==> src/rtl/ram_bist_ctrl.sv <==
// rtl/ram_bist_ctrl.sv - write/read-back BIST initiator for a simple dual-port block RAM
// Optional second inverted write/read pass enabled by defining RAM_BIST_MARCH_EN.
module ram_bist_ctrl #(
    parameter int                ADDR_W = 4,
    parameter int                DATA_W = 8,
    parameter logic [DATA_W-1:0] SEED   = 8'hA5
) (
    input  logic              clk,
    input  logic              rst,
    input  logic              start,
    output logic              busy,
    output logic              done,
    output logic              pass,
    output logic [ADDR_W-1:0] fail_addr,
    output logic [ADDR_W+1:0] fail_cnt,
    output logic              ram_w_en,
    output logic [ADDR_W-1:0] ram_w_addr,
    output logic [DATA_W-1:0] ram_w_data,
    output logic              ram_r_en,
    output logic [ADDR_W-1:0] ram_r_addr,
    input  logic [DATA_W-1:0] ram_r_data
);

    typedef enum logic [2:0] {
        S_IDLE,
        S_WRITE,
        S_READ,
        S_DRAIN,
        S_DONE
`ifdef RAM_BIST_MARCH_EN
        , S_WRITE_INV,
        S_READ_INV
`endif
    } state_t;

    localparam logic [ADDR_W-1:0] LAST = {ADDR_W{1'b1}};

    function automatic logic [DATA_W-1:0] pattern(input logic [ADDR_W-1:0] a);
        return DATA_W'(a) ^ SEED;
    endfunction

    state_t              state_q, state_d;
    logic [ADDR_W-1:0]   cnt_q, cnt_d;
    logic                busy_q, busy_d;
    logic                done_q, done_d;
    logic                pass_q, pass_d;
    logic [ADDR_W-1:0]   fail_addr_q, fail_addr_d;
    logic [ADDR_W+1:0]   fail_cnt_q, fail_cnt_d;
    logic                w_en_q, w_en_d;
    logic [ADDR_W-1:0]   w_addr_q, w_addr_d;
    logic [DATA_W-1:0]   w_data_q, w_data_d;
    logic                r_en_q, r_en_d;
    logic [ADDR_W-1:0]   r_addr_q, r_addr_d;
    logic                cmp_vld_q;
    logic [ADDR_W-1:0]   cmp_addr_q;
    logic [DATA_W-1:0]   cmp_exp;
    logic                miss;
    logic                inv_d;

`ifdef RAM_BIST_MARCH_EN
    logic cmp_inv_q;
    assign cmp_exp = pattern(cmp_addr_q) ^ {DATA_W{cmp_inv_q}};
`else
    assign cmp_exp = pattern(cmp_addr_q);
`endif

    assign miss = cmp_vld_q && (ram_r_data != cmp_exp);

    always_comb begin
        state_d     = state_q;
        cnt_d       = cnt_q;
        pass_d      = pass_q;
        fail_addr_d = fail_addr_q;
        fail_cnt_d  = fail_cnt_q;
        inv_d       = 1'b0;

        if (miss) begin
            fail_cnt_d = fail_cnt_q + (ADDR_W+2)'(1);
            if (fail_cnt_q == '0) begin
                fail_addr_d = cmp_addr_q;
            end
        end

        case (state_q)
            S_IDLE: begin
                if (start) begin
                    state_d     = S_WRITE;
                    cnt_d       = '0;
                    pass_d      = 1'b0;
                    fail_addr_d = '0;
                    fail_cnt_d  = '0;
                end
            end
            S_WRITE: begin
                cnt_d = cnt_q + ADDR_W'(1);
                if (cnt_q == LAST) begin
                    state_d = S_READ;
                    cnt_d   = '0;
                end
            end
            S_READ: begin
                cnt_d = cnt_q + ADDR_W'(1);
                if (cnt_q == LAST) begin
`ifdef RAM_BIST_MARCH_EN
                    state_d = S_WRITE_INV;
`else
                    state_d = S_DRAIN;
`endif
                    cnt_d   = '0;
                end
            end
`ifdef RAM_BIST_MARCH_EN
            S_WRITE_INV: begin
                cnt_d = cnt_q + ADDR_W'(1);
                if (cnt_q == LAST) begin
                    state_d = S_READ_INV;
                    cnt_d   = '0;
                end
            end
            S_READ_INV: begin
                cnt_d = cnt_q + ADDR_W'(1);
                if (cnt_q == LAST) begin
                    state_d = S_DRAIN;
                    cnt_d   = '0;
                end
            end
`endif
            S_DRAIN: state_d = S_DONE;
            S_DONE:  state_d = S_IDLE;
            default: state_d = S_IDLE;
        endcase

        // Registered outputs are decoded from the next state so they line up with state_q.
        if (state_d == S_DONE) begin
            pass_d = (fail_cnt_d == '0);
        end

`ifdef RAM_BIST_MARCH_EN
        inv_d  = (state_d == S_WRITE_INV) || (state_d == S_READ_INV);
        w_en_d = (state_d == S_WRITE) || (state_d == S_WRITE_INV);
        r_en_d = (state_d == S_READ) || (state_d == S_READ_INV);
`else
        w_en_d = (state_d == S_WRITE);
        r_en_d = (state_d == S_READ);
`endif
        busy_d   = (state_d != S_IDLE);
        done_d   = (state_d == S_DONE);
        w_addr_d = w_en_d ? cnt_d : '0;
        w_data_d = w_en_d ? (pattern(cnt_d) ^ {DATA_W{inv_d}}) : '0;
        r_addr_d = r_en_d ? cnt_d : '0;
    end

    always_ff @(posedge clk) begin
        if (rst) begin
            state_q     <= S_IDLE;
            cnt_q       <= '0;
            busy_q      <= 1'b0;
            done_q      <= 1'b0;
            pass_q      <= 1'b0;
            fail_addr_q <= '0;
            fail_cnt_q  <= '0;
            w_en_q      <= 1'b0;
            w_addr_q    <= '0;
            w_data_q    <= '0;
            r_en_q      <= 1'b0;
            r_addr_q    <= '0;
            cmp_vld_q   <= 1'b0;
            cmp_addr_q  <= '0;
`ifdef RAM_BIST_MARCH_EN
            cmp_inv_q   <= 1'b0;
`endif
        end else begin
            state_q     <= state_d;
            cnt_q       <= cnt_d;
            busy_q      <= busy_d;
            done_q      <= done_d;
            pass_q      <= pass_d;
            fail_addr_q <= fail_addr_d;
            fail_cnt_q  <= fail_cnt_d;
            w_en_q      <= w_en_d;
            w_addr_q    <= w_addr_d;
            w_data_q    <= w_data_d;
            r_en_q      <= r_en_d;
            r_addr_q    <= r_addr_d;
            cmp_vld_q   <= r_en_q;
            cmp_addr_q  <= r_addr_q;
`ifdef RAM_BIST_MARCH_EN
            cmp_inv_q   <= (state_q == S_READ_INV);
`endif
        end
    end

    assign busy       = busy_q;
    assign done       = done_q;
    assign pass       = pass_q;
    assign fail_addr  = fail_addr_q;
    assign fail_cnt   = fail_cnt_q;
    assign ram_w_en   = w_en_q;
    assign ram_w_addr = w_addr_q;
    assign ram_w_data = w_data_q;
    assign ram_r_en   = r_en_q;
    assign ram_r_addr = r_addr_q;

endmodule
==> config.mk <==
export PLATFORM = sky130hd
export DESIGN_NAME = ram_bist_ctrl
export DESIGN_NICKNAME = d
export VERILOG_FILES = /design/src/rtl/ram_bist_ctrl.sv
export SDC_FILE = /design/constraint.sdc
export NUM_CORES = 1
export LEC_CHECK = 0
export ABC_AREA = 1
export ABC_CLOCK_PERIOD_IN_PS = 2800
export BUFFER_PORTS_ARGS = -buffer_cell sky130_fd_sc_hd__buf_4
export CORE_MARGIN = 5
export CORE_UTILIZATION = 55
export CTS_CLUSTER_SIZE = 14
export DETAILED_ROUTE_END_ITERATION = 7
export GPL_ROUTABILITY_DRIVEN = 0
export PLACE_DENSITY = 0.86
export SLEW_MARGIN = 30
export SYNTH_ARGS = -nofsm -noshare
export SYNTH_HDL_FRONTEND = slang
export SYNTH_SLANG_ARGS = --single-unit
==> constraint.sdc <==
create_clock -name clk -period 2.8 [get_ports clk]
set_input_delay 0.14 -clock clk [delete_from_list [all_inputs] [get_ports clk]]
set_output_delay 0.14 -clock clk [all_outputs]
set_load 0.03 [all_outputs]
* Yosys cells after proc, flatten, opt, wreduce, memory -nomap -nowiden
Cells that the tools add are included.
W data, S select, Z words.
** Operators by class
- Add/sub/neg operators :: 2
- Equal/unequal tests :: 8
- Reduce and logical (&&, ||, !) cells :: 11
- Bitwise gates (word level) :: 4
- Multiplexer cells :: 17
** Operators with widths (number)
- $mux W4 :: 6
- $mux W6 :: 3
- $logic_not A6 Y1 :: 2
- $pmux W3 S4 :: 1
- $eq A3 B2 Y1 const B :: 3
- $mux W3 :: 3
- $ne A8 B8 Y1 :: 1
- $not A2 Y4 :: 2
- $pmux W4 S2 :: 1
- $add A6 B1 Y6 const B :: 1
- $eq A3 B1 Y1 const B :: 2
- $reduce_or A2 Y1 :: 3
- $add A4 B1 Y4 const B :: 1
- $eq A4 B4 Y1 const B :: 1
- $reduce_bool A2 Y1 :: 2
- $eq A3 B3 Y1 const B :: 1
- $logic_not A3 Y1 :: 1
- $mux W1 :: 3
- $reduce_bool A3 Y1 :: 1
- $not A1 Y1 :: 2
- $reduce_and A2 Y1 :: 1
- $logic_and A1 B1 Y1 :: 1
** Word-level totals
- Bits in registers :: 43
- Input bits :: 11

* Depth between registers and ports, before layout
- Depth in word-level cells :: 8
- Gate-level depth with buffers :: 12

* Worst setup path before layout
OpenSTA, ideal clock, no wires.
- Path type :: reg2reg
- Start point :: reg fail_cnt_q[0], in the netlist fail_cnt[0]
- End point :: reg pass_q, in the netlist pass
- Arrival :: 1.390 ns
- Slack :: 1.350 ns
- Stages on the path, launching flop included :: 10
- Clock period less this slack :: 1.450 ns
- Library setup time :: 0.059 ns
- Cells stage by stage :: dfxtp_1 > inv_1 > ha_1 > inv_1 > nand3_1 > nand3_1 > nand2_1 > nor2_1 > nand3_1 > nand2_1
** Between the ends
- Cells in the longest elaborated chain, start to end :: 6
** Ends and longest elaborated chain
- start: declaration :: RTL line 48 : logic [ADDR_W+1:0] fail_cnt_q, fail_cnt_d;
- start signal: assignment :: RTL line 179 : fail_cnt_q <= fail_cnt_d;
- $add A6 B1 Y6 :: RTL line 78 : fail_cnt_d = fail_cnt_q + (ADDR_W+2)'(1);
- $mux W6 * :: RTL line 77 : if (miss) begin
- $mux W6 :: RTL line 86 : if (start) begin
- $mux W6 * :: RTL line 84 : case (state_q)
- $logic_not A6 Y1 * :: RTL line 135 : pass_d = (fail_cnt_d == '0);
- $mux W1 * :: RTL line 134 : if (state_d == S_DONE) begin
- end signal: assignment :: RTL line 177 : pass_q <= pass_d;
- end: declaration :: RTL line 46 : logic pass_q, pass_d;
Mark *: on every way between the ends. The rest lies on a longest branch, timed or not.
A chain may end at the register's enable or synchronous reset.

* Final worst setup path
- Start point :: reg cnt_q[0]
- End point :: reg w_addr_q[1], in the netlist ram_w_addr[1]
** Between the ends
- Cells in the longest elaborated chain, start to end :: 6
- Elaborated cells on any way between the ends :: 10
- Those cells by class :: add/sub (1); eq/ne (2); mux (5); bitwise (1); reduce/logical (1)
** Ends and longest elaborated chain
- start: declaration :: RTL line 43 : logic [ADDR_W-1:0] cnt_q, cnt_d;
- start signal: assignment :: RTL line 174 : cnt_q <= cnt_d;
- $eq A4 B4 Y1 :: RTL line 96, 103
- $mux W3 (on tied branches) :: RTL line 103, 96
- $pmux W3 S4 :: RTL line 84
- $eq A3 B1 Y1 :: RTL line 143 : w_en_d = (state_d == S_WRITE);
- $not A1 Y1 (no line)
- $reduce_or A2 Y1 (no line)
- end signal: assignment :: RTL line 181 : w_addr_q <= w_addr_d;
- end: declaration :: RTL line 50 : logic [ADDR_W-1:0] w_addr_q, w_addr_d;
Parallel ways exist; a longest one is shown, timed or not.

==> metrics.cfg <==
[run_status]
status = finished, final reports clean

[timing]
fin_setup_tns_ns = 0
skew_ns = 0.004166
min_period_ns = 1.565
worst_slack_ns = 1.235
rsz0062_at_grt = false
hold_ws_ns = 0.08610
clock.fmax_mhz = 639.1
finalSetupViolCount = 0
post-route-period-util_pct = 55.88
hold_viol = 0
drv_slew = 0

[worst_setup_path]
required_ns = 3.06
crit_type = reg -> reg
arrival_ns = 1.82
start_kind = flip-flop
crit_path_max_fanout = 7
max_stage_delay_ns = 0.40
end_kind = flip-flop
crit_slowest_cell = dfxtp_1
crit_chain = ha_1, nand2_1, nor2_2, nor2_1, nor3_2, inv_1, nand2_1, inv_2, nand2_4, inv_4, nand2_2, inv_1

[global_route]
antenna_found_initial = 0
grt_max_degree = 17
grt_overflow_total = 0
grt_pass1_vias = 1398
track_usage_pct = 17.45
grt_pass1_wl_um = 5747

[drt]
drc = 0
avgViaCountPerCell = 4.906
num_vias = 1413
wl_per_cell_um = 11.58
drt_iter0_drc = 54
antenna_left = 0
wl_um = 3335
dr.pass1.iters = 4

[final_layout]
multi_input_area_um2 = 673.1
layout.nets = 270
area_growth_syn_to_layout_pct = 21.46
fillCellCount = 219
layout.area.seq_um2 = 760.7
finalCoreUtilization_pct = 71.45
n_antenna_cell = 0
finish.instance_area_um2 = 2004
layout-drive-gt1-share_pct = 28.02
fin_cells = 288

[logic_synthesis]
synth_edf_count = 0
synth_common_cells = inv_1, dfxtp_1, nand2_1, nor2_1, nand3_1
synth.area.top_cells = dfxtp_1, inv_1, nand2_1
synthCells = 216
ys_warn_count = 0
synthArstFlopShare_pct = 0
synth_seq_cells = 38
yosysSeqAreaShare_pct = 46.10
syn_area_um2 = 1650
synthFlopType = dfxtp_1
synth_top_cell_area_share_pct = 46.10
ys_types = 29
synth_top_area_cell = dfxtp_1
syn_avg_cell_area_um2 = 7.640
synth.most_common_cell = inv_1

[power_and_ir_drop]
power.density_nw_per_um2 = 478.5
fin_total_pwr_mw = 0.9592
max-vdd-ir-drop_uv = 446.1
leakagePower_nw = 0.9865

[floorplan]
die_w_um = 64.78
initial_core_util_pct = 58.83
pin_count = 42
die_area_um2 = 4196
core_region_area_um2 = 2805
rows = 19
die_h_um = 64.78

[cts]
clk_pin_slew_ns = 0.11
numCtsBuffers = 5
hold_buffers = 0
cts_setup_buffers = 0
root_buffer = clkbuf_4
cts.htree.levels = 2
cts_sinks = 38
clockBufferDepth = 2
clock_latency_ns = 0.34
ctsResizeCount = 0
cts_tree = done

[place]
dp.final_hpwl_um = 2664
place_area_um2 = 1941
dp_cells = 280
pre_cts_ws_ns = 1.265
port_buffers = 39

[worst_hold_path]
min_path_type = in -> reg

[run]
cap_violations = 0

-- power breakdown --
group | internal (mW) | switching, mW | leakage (nW)
clock network | 0.121 | 0.178 | 0.0343
registers | 0.551 | 0.00553 | 0.308
logic | 0.0364 | 0.0677 | 0.644
total | 0.708 | 0.251 | 0.986
-- registers in the layout, summed over array words and instances (netlist names) --
register	cells
ram_w_en	1
fail_addr	4
pass	1
ram_w_addr	3
done	1
ram_w_data	4
state_q	3
fail_cnt	6
cmp_addr_q	4
ram_r_addr	4
cmp_vld_q	1
busy	1
cnt_q	4
ram_r_en	1
-- per-layer routing --
| metal | vias up | routed length, µm | global-route usage, % |
|---|---|---|---|
| li1 | 728 | - | - |
| met1 | 638 | 1331 | 19.05 |
| met2 | 37 | 1712 | 30.91 |
| met3 | 10 | 218 | 5.354 |
| met4 | 0 | 72 | 7.916 |
| met5 | - | 0 | 0 |
-- cell usage in the layout (no fill, tap or decap), drive strengths merged --
master,Yosys,layout
nor3b,1,1
nor2,33,33
or2,1,1
nand4,1,1
clkinvlp,0,1
a21oi,9,9
ha,3,3
xor2,2,2
clkbuf,2,6
o21ai,6,6
conb,1,2
o22ai,1,1
nand2,42,42
inv,46,46
dfxtp,38,38
nand3,15,15
a22oi,1,1
buf,5,39
clkinv,0,1
xnor2,1,1
nor3,8,8
-- area by class of cell --
| class | instances | area share, % |
|---|---|---|
| clock buffers | 6 | 2.559 |
| well taps | 31 | 1.935 |
| multi-input cells | 126 | 33.58 |
| flip-flops and latches | 38 | 37.95 |
| clock inverters | 2 | 0.6242 |
| repair buffers | 39 | 14.61 |
| inverters | 46 | 8.739 |
-- cells by family after synthesis --
| group | synth area share [%] |
|---|---|
| AOI/OAI and AO/OA | 5.610 |
| xor gates and xnor gates | 1.592 |
| adders and majority gates | 2.275 |
| buffers and inverters | 13.34 |
| DFF | 46.10 |
| other | 0.2272 |
| and+or+nand+nor | 30.86 |
-- worst max-delay path: cells and delay by family, from the launching register on --
kind                       cells  cell delay (ns)
and+or+nand+nor                7             0.73
DFF                            1             0.40
adders and majority gates      1             0.18
buffers and inverters          4             0.18
-- worst paths after layout --
path | from | endpoint | slack [ns] | depth (start not counted)
hold reg to reg | ram_r_addr[0]$_SDFF_PP0_ | cmp_addr_q[0]$_SDFF_PP0_ | 0.43 | 2
hold / removal | rst | cmp_vld_q$_SDFF_PP0_ | 0.09 | 2
setup reg to reg | cnt_q[0]$_SDFF_PP0_ | ram_w_addr[1]$_SDFF_PP0_ | 1.24 | 12
setup / recovery | cnt_q[0]$_SDFF_PP0_ | ram_w_addr[1]$_SDFF_PP0_ | 1.24 | 12
(Power assumes the default switching activity.)
